<file path="src/rtl/step_seq.sv">
`default_nettype none
// ============================================================================
//  Module      : step_seq
//  Description : Machine-cycle step sequencer. A phase counter walks four
//                clk ticks per machine cycle and emits registered enable
//                (clk_e) and set (clk_s) strobes. A one-hot step register
//                advances at each cycle boundary and wraps from step 6 to
//                step 1.
//  Options     : define STEP_SEQ_SINGLE_STEP_EN to let a step_req pulse
//                start one machine cycle while run=0 and the block is idle.
//  Revision    : 1.0 - initial release
// ============================================================================
module step_seq #(
   parameter int PHASES = 4
) (
   input  logic       clk,
   input  logic       reset_n,
   input  logic       run,
   input  logic       step_req,
   output logic       clk_e,
   output logic       clk_s,
   output logic [5:0] step,
   output logic       busy
);

   localparam int                 c_PH_W     = $clog2(PHASES);
   localparam logic [c_PH_W-1:0]  c_PH_FIRST = '0;
   localparam logic [c_PH_W-1:0]  c_PH_SET   = c_PH_W'(1);
   localparam logic [c_PH_W-1:0]  c_PH_LAST  = c_PH_W'(PHASES - 1);
   localparam logic [5:0]         c_STEP1    = 6'b000001;

   // S_SYNC is the single synchronising edge after reset release; no cycle
   // may start from it, which gives the two-edge start latency.
   typedef enum logic [1:0] {
      S_SYNC  = 2'd0,
      S_IDLE  = 2'd1,
      S_CYCLE = 2'd2
   } state_t;

   state_t              state_q, state_d;
   logic [c_PH_W-1:0]   ph_q, ph_d;
   logic [5:0]          step_q, step_d;
   logic                clk_e_q, clk_e_d;
   logic                clk_s_q, clk_s_d;

   logic                start_cycle;
   logic                step_legal;
   logic [5:0]          step_next;

`ifdef STEP_SEQ_SINGLE_STEP_EN
   // step_req is only consulted from idle, so it is naturally ignored while
   // a cycle is in progress; with run=1 the cycle starts anyway.
   assign start_cycle = run | step_req;
`else
   // Sequencing is governed by run alone; step_req is kept on the port list
   // for pin compatibility.
   logic unused_step_req;
   assign unused_step_req = step_req;
   assign start_cycle     = run;
`endif

   // A non-one-hot step (e.g. after an upset) restarts at step 1 on the
   // next boundary; otherwise rotate, so step 6 wraps straight to step 1.
   assign step_legal = (step_q != 6'd0) && ((step_q & (step_q - 6'd1)) == 6'd0);
   assign step_next  = step_legal ? {step_q[4:0], step_q[5]} : c_STEP1;

   // Next-state logic: phase walk, boundary handling and strobe decode.
   always_comb begin
      state_d = state_q;
      ph_d    = ph_q;
      step_d  = step_q;
      clk_e_d = 1'b0;
      clk_s_d = 1'b0;

      case (state_q)
         S_SYNC: begin
            state_d = S_IDLE;
         end
         S_IDLE: begin
            if (start_cycle) begin
               state_d = S_CYCLE;
               ph_d    = c_PH_FIRST;
            end
         end
         S_CYCLE: begin
            if (ph_q == c_PH_LAST) begin
               // Boundary: run is sampled only here, so dropping it
               // mid-cycle never truncates the cycle in progress.
               step_d = step_next;
               if (run) begin
                  ph_d = c_PH_FIRST;
               end else begin
                  state_d = S_IDLE;
               end
            end else begin
               ph_d = ph_q + 1'b1;
            end
         end
         default: begin
            state_d = S_IDLE;
            ph_d    = c_PH_LAST;
         end
      endcase

      // Strobes are decoded from the next state so they leave the flops
      // aligned with the phase they describe; clk_s sits inside clk_e.
      clk_e_d = (state_d == S_CYCLE) && (ph_d != c_PH_LAST);
      clk_s_d = (state_d == S_CYCLE) && (ph_d == c_PH_SET);
   end

   // State and output registers; reset aborts any cycle immediately.
   always_ff @(posedge clk or negedge reset_n) begin
      if (!reset_n) begin
         state_q <= S_SYNC;
         ph_q    <= c_PH_LAST;
         step_q  <= c_STEP1;
         clk_e_q <= 1'b0;
         clk_s_q <= 1'b0;
      end else begin
         state_q <= state_d;
         ph_q    <= ph_d;
         step_q  <= step_d;
         clk_e_q <= clk_e_d;
         clk_s_q <= clk_s_d;
      end
   end

   assign clk_e = clk_e_q;
   assign clk_s = clk_s_q;
   assign step  = step_q;
   assign busy  = (state_q == S_CYCLE);

endmodule
`default_nettype wire

</file>
<file path="config.mk">
export PLATFORM = sky130hd
export DESIGN_NAME = step_seq
export DESIGN_NICKNAME = d
export VERILOG_FILES = /design/src/rtl/step_seq.sv
export SDC_FILE = /design/constraint.sdc
export NUM_CORES = 1
export LEC_CHECK = 0
export ABC_CLOCK_PERIOD_IN_PS = 4500
export CORE_ASPECT_RATIO = 1.1
export CORE_UTILIZATION = 35
export CTS_BUF_LIST = sky130_fd_sc_hd__clkbuf_16
export DETAILED_ROUTE_END_ITERATION = 10
export SKIP_LAST_GASP = 1
export SYNTH_ARGS = -nofsm -noshare
export SYNTH_HDL_FRONTEND = slang
export SYNTH_SLANG_ARGS = --single-unit
</file>
<file path="constraint.sdc">
create_clock -name clk -period 4.5 [get_ports clk]
set_input_delay 0.675 -clock clk [delete_from_list [all_inputs] [get_ports clk]]
set_output_delay 0.675 -clock clk [all_outputs]
set_load 0.1 [all_outputs]
</file>
* Yosys cells after proc, flatten, opt, wreduce, memory -nomap -nowiden
Cells that the tools add are included.
** Storage, ports and cells
- Flip-flop bits (word level) :: 12
- Input port bits :: 4
- Output and inout port bits :: 9
- Logic and storage cells :: 29
** Cells by class
- $add $sub $neg :: 2
- Equality and inequality tests :: 6
- Mux-type cells :: 8
- Bitwise logic cells :: 1
- Reduce and logical (&&, ||, !) cells :: 7
** Operators with widths (number)
- $mux 2 :: 5
- $and 6x6->6 :: 1
- $eq 2x2->1 const B :: 3
- $logic_not 6->1 :: 1
- $mux 6 :: 1
- $pmux 2 s3 :: 1
- $reduce_bool 6->1 :: 1
- $sub 6x1->6 const B :: 1
- $eq 2x1->1 const B :: 2
- $pmux 2 s2 :: 1
- $logic_and 1x1->1 :: 3
- $add 2x1->2 const B :: 1
- $logic_not 2->1 :: 1
- $ne 2x2->1 const B :: 1
- $reduce_and 2->1 :: 1

* Logic depth before layout (Yosys ltp)
Gate-level depths: netlist (run 1).
- Word-level depth :: 5
- Depth in mapped cells :: 8
- Gate-level depth less buffers :: 7

* Least setup slack after synthesis (run 1)
OpenSTA, ideal clock, no wires.
- Path kind :: register -> register
- From :: register state_q[0]
- To :: register step_q[4], in the netlist step[4]
- Library setup time :: 0.072 ns
- Arrival time :: 2.318 ns
- Required time :: 4.428 ns
- Slack :: 2.110 ns
- Stages on the path, launching flop included :: 8
- Path buffers :: 1
- Clock period less this slack :: 2.390 ns
- Path through :: dfrtp_1 > inv_1 > ha_1 > clkbuf_1 > nand2_1 > nor4_1 > nor2b_1 > a32o_1
** Between the ends
- Word-level cells in the longest chain between the ends :: 2
** Ends and longest elaborated chain
- start: declaration :: line 40 : state_t state_q, state_d;
- start signal: assignment :: line 120 : state_q <= state_d;
- $eq 2x2->1
- via busy :: line 23 : output logic busy
- $reduce_and 2->1 (no line)
- end signal: assignment :: line 116 : step_q <= c_STEP1;
- end signal: assignment :: line 122 : step_q <= step_d;
- end: declaration :: line 42 : logic [5:0] step_q, step_d;
The timed path passes the listed nets, and every way through them passes these cells.
A chain may end at the register's enable or synchronous reset.

* Final worst setup path (run 1)
- From :: register state_q[0]
- To :: output port busy
** Between the ends
- Word-level cells in the longest chain between the ends :: 1
** Ends and longest elaborated chain
- $eq 2x2->1 :: line 131 : assign busy = (state_q == S_CYCLE);
- end: declaration :: line 23
No other way between the ends.

==> results of run 1 <==
==> worst min path at each step <==
stage / depth (start not counted) / to / start
after global placement: 2 / step[0]$_DFFE_PN1P_ / step[0]$_DFFE_PN1P_
after floorplan: 0 / clk_e$_DFF_PN0_ / reset_n
final: 2 / step[0]$_DFFE_PN1P_ / step[0]$_DFFE_PN1P_
after global routing: 2 / step[0]$_DFFE_PN1P_ / step[0]$_DFFE_PN1P_
after CTS: 2 / step[0]$_DFFE_PN1P_ / step[0]$_DFFE_PN1P_
after detailed placement: 2 / step[0]$_DFFE_PN1P_ / step[0]$_DFFE_PN1P_
==> power by group <==
group / internal (mW) / switching (mW) / total, mW / leakage [nW]
logic: 0.0637 / 0.141 / 0.205 / 0.196
registers: 0.139 / 0.0253 / 0.165 / 0.153
clock network: 0.117 / 0.0419 / 0.158 / 0.0385
total: 0.320 / 0.208 / 0.528 / 0.388
==> layout make-up <==
| type | count | area (µm²) |
|---|---|---|
| clock inverter | 1 | 3.75 |
| timing repair buffer | 11 | 110 |
| tap | 17 | 21.3 |
| inverter | 5 | 18.8 |
| clock buffer | 3 | 75.1 |
| sequential | 12 | 304 |
| fill | 159 | 797 |
| multi-input combinational | 47 | 322 |
==> state kept, by name (all words and copies together) (netlist names) <==
signal	flops
clk_e	1
clk_s	1
ph_q	2
state_q	2
step	6
==> worst reg2reg max path: cells and delay by family (launching register included) <==
kind | cells | cell delay [ps]
compound gates | 1 | 180
fa+ha+maj | 1 | 290
buf+inv | 1 | 100
flops | 1 | 420
simple gates | 3 | 720
==> per-layer routing <==
metal / routed length [µm] / up-vias
met5: 0 / -
met4: 9 / 0
met3: 67 / 2
met1: 589 / 239
li1: - / 262
met2: 537 / 12
==> layout by cell type, fill, tap and decap left out, types with 2 or more instances in the layout <==
cell and instances:
o21ai_0 3, nand2_1 6, clkbuf_16 3, inv_1 5, a21oi_1 5, dfstp_2 3
or4b_1 2, o21ai_1 2, ha_1 5, xor2_1 2, nor2b_1 3, nor2_1 2
nor3_1 2, dfrtp_1 9, clkdlybuf4s50_1 11
==> logic make-up after synthesis <==
family,count (synthesis)
simple gates,21
flops,12
fa+ha+maj,5
compound gates,19
buf+inv,6
xor+xnor,2
==> results.tsv, run 1 <==
stage	metric	value	unit
outcome	status	complete, no violations	
yosys	synth.top_cell.area_share	34.7	%
die	initial_utilization	39.2	%
worst_setup_path	critical_path.max_fanout	8	
cells_and_area	nNetsFinal	89	
cells_and_area	fin_cells	96	
drt	drt_wl_total	1200	µm
run	maxCapViolations	0	
worst_setup_path	worstPathCellList	inv_1, ha_1, clkdlybuf4s50_1	
drt	route.detailed.drc	0	
yosys	synth_area_leaders	dfrtp_1, dfstp_2, ha_1	
yosys	synth_area_leader_cell	dfrtp_1	
grt	use_met1	16.9	%
drt	routed-via-count	515	
worst_setup_path	rrSetupSlack	2710	ps
yosys	ys_seq_elements	12	
worst_setup_path	worst-path-buf-inv	2	
die	dieHeight	47.1	µm
sta	fin_tns_setup	0	ps
worst_setup_path	cp_top_family	buffers and inverters	
worst_setup_path	setup.worst_path.end	busy	
worst_setup_path	r2r_end	step[4]$_DFFE_PN0P_	
yosys	post-synth-top-count-cell	dfrtp_1	
yosys	synth_compound_area_share	19.3	%
grt	gr-total-overflow	0	
yosys	syn-num-nets	74	
sta	finalCritPeriodShare	64.6	%
yosys	syn-instance-count	65	
worst_setup_path	reg2reg_from	state_q[0]$_DFF_PN0_	
sta	final-setup-viol-count	0	
worst_setup_path	crit_cells	3	
sta	worstMarginPinSlew	969	ps
sta	relSlewSlack	35.2	%
sta	fin_ws	1590	ps
clock_network	clkLatencyLatePin	240	ps
worst_setup_path	critPathArrivalTime	2230	ps
yosys	syn_area	648	µm²
sta	final-hold-violation-count	0	
die	core_area	1650	µm²
placement	gp_congestion	0.734	
grt	grt_usage	13.7	%
sta	rsz0062_at_grt	false	
yosys	synthSimpleGateAreaFrac	18.0	%
worst_setup_path	endpoint_kind	primary output	
sta	slew_violations	0	
sta	period_minus_slack	2910	ps
yosys	ys.flop_type	dfrtp_1	
placement	dp_slack	1840	ps
die	pin_count	13	
yosys	avgSynthCellArea	9.97	µm²
die	rows	15	
drt	wl_per_cell	12.5	µm
worst_setup_path	crit_path_start_kind	register	
pwr	p_per_area	618	nW/µm²
grt	grtUsageMet3	6.92	%
clock_network	root_buffer	clkbuf_16	
grt	first_global_vias	395	
clock_network	cts_tree	done	
placement	io_buffers	11	
grt	top_usage_layer	met2	
drt	first_iter_violations	6	
worst_hold_path	holdCritPathClass	reg -> reg	
pwr	total_power	528	µW
drt	ant_nets	0	
worst_setup_path	max_stage_delay	1180	ps
grt	grt_max_degree	13	
yosys	muxShareOfSynthArea	0	%
clock_network	cts_sinks	12	
cells_and_area	antenna_cells	0	
die	fp.dieW	43.0	µm
worst_setup_path	required	3830	ps
worst_setup_path	path_class	reg -> out	
clock_network	cts_buffers	3	
pwr	leakagePower	0.388	nW
yosys	synthAdderAreaFrac	9.65	%
yosys	yosysWarningCount	0	
sta	hold_ws	554	ps
worst_setup_path	worstRegToRegCells	6	
yosys	async_reset_ff_share	100	%
cells_and_area	fin_area	855	µm²
placement	dp.cells	92	
grt	grt_pass1_wl	1900	µm
grt	grt_util_met2	19.7	%
yosys	ys_seq_area_share	46.9	%
clock_network	clockBufferDepth	2	
cells_and_area	areaGrowthSynthToFinish	31.9	%
cells_and_area	fin_util	51.7	%
worst_setup_path	crit_slowest_cell	clkdlybuf4s50_1	
placement	dp_hpwl	886	µm
yosys	synth_edf_count	0	
die	die_area	2030	µm²
yosys	synth_top_family_by_area	compound AO/OA/AOI/OAI gates	
worst_setup_path	critPathLaunch	state_q[0]$_DFF_PN0_	
drt	first_pass_iters	4	
yosys	synth_xor_area_share	2.70	%
clock_network	htreeDepth	1	
pwr	ir_drop	0.273	mV
placement	place_area	776	µm²
yosys	synth_cell_types	29	
grt	antenna_found_initial	0	
clock_network	path_clk_slew	40	ps
sta	fmax	0.344	GHz
clock_network	post_cts_resized	0	
yosys	synthTopCellsByCount	dfrtp_1, nand2_1, a21oi_1, ha_1, inv_1	
sta	clock_skew	2.31	ps
drt	vias_per_cell	5.36	
cells_and_area	drive_above_1_share	8.86	%
clock_network	postCtsHoldBufs	0	
clock_network	post_cts_buffers	0	
(Power assumes the default switching activity.)
==> run 2, diff against run 1 <==
Settings changed: ABC_CLOCK_PERIOD_IN_PS 4500 to 2750.
Clock period 4.5 ns to 2.75 ns, I/O delays scaled along.
==> run 2 against run 1 <==
Hold slack worse by 32 ps. Cell count stayed put. Non-clock buffer count stayed put. Core utilization is 1.4 points lower. Largest cell class unchanged. Wire length is 6.6% lower. Clock-buffer cell count stayed put.
==> results.tsv, run 2 (synthesized netlist as in run 1, its figures left out) <==
stage	metric	value	unit	change
outcome	status	complete, no violations		unchanged
grt	grt_pass1_wl	1810	µm	was 1900 µm
worst_setup_path	setup.worst_path.end	busy		unchanged
sta	final-hold-violation-count	0		unchanged
grt	antenna_found_initial	0		unchanged
grt	grt_usage	12.7	%	was 13.7%
die	fp.dieW	43.0	µm	unchanged
sta	hold_ws	522	ps	was 554 ps
cells_and_area	fin_area	832	µm²	was 855 µm²
run	maxCapViolations	0		unchanged
die	dieHeight	47.1	µm	unchanged
clock_network	post_cts_resized	0		unchanged
drt	drt_wl_total	1120	µm	was 1200 µm
placement	io_buffers	11		unchanged
worst_setup_path	endpoint_kind	primary output		unchanged
die	pin_count	13		unchanged
sta	rsz0062_at_grt	false		unchanged
placement	gp_congestion	0.762		was 0.734
clock_network	postCtsHoldBufs	0		unchanged
clock_network	path_clk_slew	40	ps	about the same
cells_and_area	nNetsFinal	89		unchanged
sta	period_minus_slack	1800	ps	
sta	fin_tns_setup	0	ps	unchanged
worst_setup_path	critPathArrivalTime	1380	ps	was 2230 ps
worst_setup_path	critical_path.max_fanout	8		unchanged
pwr	leakagePower	0.406	nW	was 0.388 nW
worst_setup_path	path_class	reg -> out		unchanged
pwr	ir_drop	0.523	mV	was 0.273 mV
cells_and_area	final_cell_mix	dfrtp_1, buf_4, nand2_1		was clkdlybuf4s50_1, dfrtp_1, nand2_1
clock_network	clockBufferDepth	2		unchanged
placement	place_area	753	µm²	was 776 µm²
sta	clock_skew	2.32	ps	was 2.31 ps
drt	first_iter_violations	15		was 6
cells_and_area	largest_reg_flops	6		unchanged
drt	vias_per_cell	5.35		was 5.36
worst_setup_path	rrSetupSlack	960	ps	was 2710 ps
clock_network	cts_tree	done		unchanged
cells_and_area	areaGrowthSynthToFinish	28.4	%	was 31.9%
worst_setup_path	crit_path_start_kind	register		unchanged
sta	relSlewSlack	66.0	%	was 35.2%
worst_setup_path	worstRegToRegCells	6		unchanged
grt	first_global_vias	406		was 395
cells_and_area	fillers	154		was 159
cells_and_area	antenna_cells	0		unchanged
clock_network	root_buffer	clkbuf_16		unchanged
worst_setup_path	required	2340	ps	was 3830 ps
worst_setup_path	reg2reg_from	state_q[0]$_DFF_PN0_		unchanged
drt	routed-via-count	514		was 515
drt	first_pass_iters	4		unchanged
cells_and_area	ff_latch_area	304	µm²	unchanged
pwr	p_per_area	1020	nW/µm²	was 618 nW/µm²
drt	ant_nets	0		unchanged
drt	route.detailed.drc	0		unchanged
worst_hold_path	holdCritPathClass	in -> async		was reg -> reg
worst_setup_path	critPathLaunch	state_q[0]$_DFF_PN0_		unchanged
clock_network	htreeDepth	1		unchanged
die	die_area	2030	µm²	unchanged
clock_network	cts_sinks	12		unchanged
sta	final-setup-viol-count	0		unchanged
die	rows	15		unchanged
clock_network	cts_buffers	3		unchanged
grt	grt_max_degree	13		unchanged
die	core_area	1650	µm²	unchanged
grt	gr-total-overflow	0		unchanged
cells_and_area	drive_above_1_share	20.3	%	was 8.86%
sta	finalCritPeriodShare	65.4	%	
placement	dp_hpwl	842	µm	was 886 µm
clock_network	post_cts_buffers	0		unchanged
die	initial_utilization	39.2	%	unchanged
sta	worstMarginPinSlew	509	ps	was 969 ps
clock_network	clkLatencyLatePin	230	ps	was 240 ps
worst_setup_path	r2r_end	step[4]$_DFFE_PN0P_		unchanged
drt	wl_per_cell	11.7	µm	was 12.5 µm
sta	fmax	0.556	GHz	
cells_and_area	multi_input_area	322	µm²	unchanged
sta	slew_violations	0		unchanged
[run 2: cell types whose count changed in the layout (fill, tap and decap cells not counted)]
| cell | before | now |
|---|---|---|
| buf_4 | 0 | 9 |
| clkdlybuf4s50_1 | 11 | 2 |
[run 2: critical path: stages (launching register included)]
cell and delay, ps:
dfrtp_1 410, inv_1 90, ha_1 300, buf_4 350
[run 2: through the flow]
stage | power [mW] | setup slack [ps] | util (%) | cells
finish | 0.849 | 953 | 50.4 | 96
global route | 0.897 | 778 | 50.4 | 96
CTS | 0.858 | 963 | 50.4 | 96
detailed placement | 0.597 | 974 | 45.6 | 92
global placement | 0.591 | 954 | 45.6 | 92
floorplan | 0.528 | 360 | - | 65
[run 2: cell type report]
type / instances / share of cell area, %
inverter: 5 / 2.26
clock buffer: 3 / 9.02
timing repair buffer: 11 / 10.5
sequential: 12 / 36.5
tap: 17 / 2.56
clock inverter: 1 / 0.451
multi-input combinational: 47 / 38.6
[run 2: power by group]
| part | total, mW | leakage [nW] | switching, mW | internal, mW |
|---|---|---|---|---|
| combinational | 0.326 | 0.214 | 0.228 | 0.0977 |
| sequential | 0.267 | 0.153 | 0.0389 | 0.228 |
| clock | 0.256 | 0.0385 | 0.0652 | 0.190 |
| total | 0.849 | 0.406 | 0.332 | 0.516 |
[run 2: layer usage]
metal | up-vias | wire (µm) | global-route usage (%)
met5 | - | 0 | 0
met4 | 0 | 0 | 3.64
met3 | 0 | 72 | 6.92
met2 | 18 | 494 | 18.2
met1 | 235 | 557 | 16.9
li1 | 261 | - | -
[run 2: worst min-delay path by stage]
stage / depth (start not counted) / slack [ps] / startpoint / to
after global routing: 2 / 580 / step[0]$_DFFE_PN1P_ / step[0]$_DFFE_PN1P_
final: 1 / 520 / reset_n / step[5]$_DFFE_PN0P_
after CTS: 1 / 540 / reset_n / step[5]$_DFFE_PN0P_
after floorplan: 0 / 120 / reset_n / clk_e$_DFF_PN0_
after global placement: 2 / 550 / step[0]$_DFFE_PN1P_ / step[0]$_DFFE_PN1P_
after detailed placement: 2 / 540 / step[0]$_DFFE_PN1P_ / step[0]$_DFFE_PN1P_
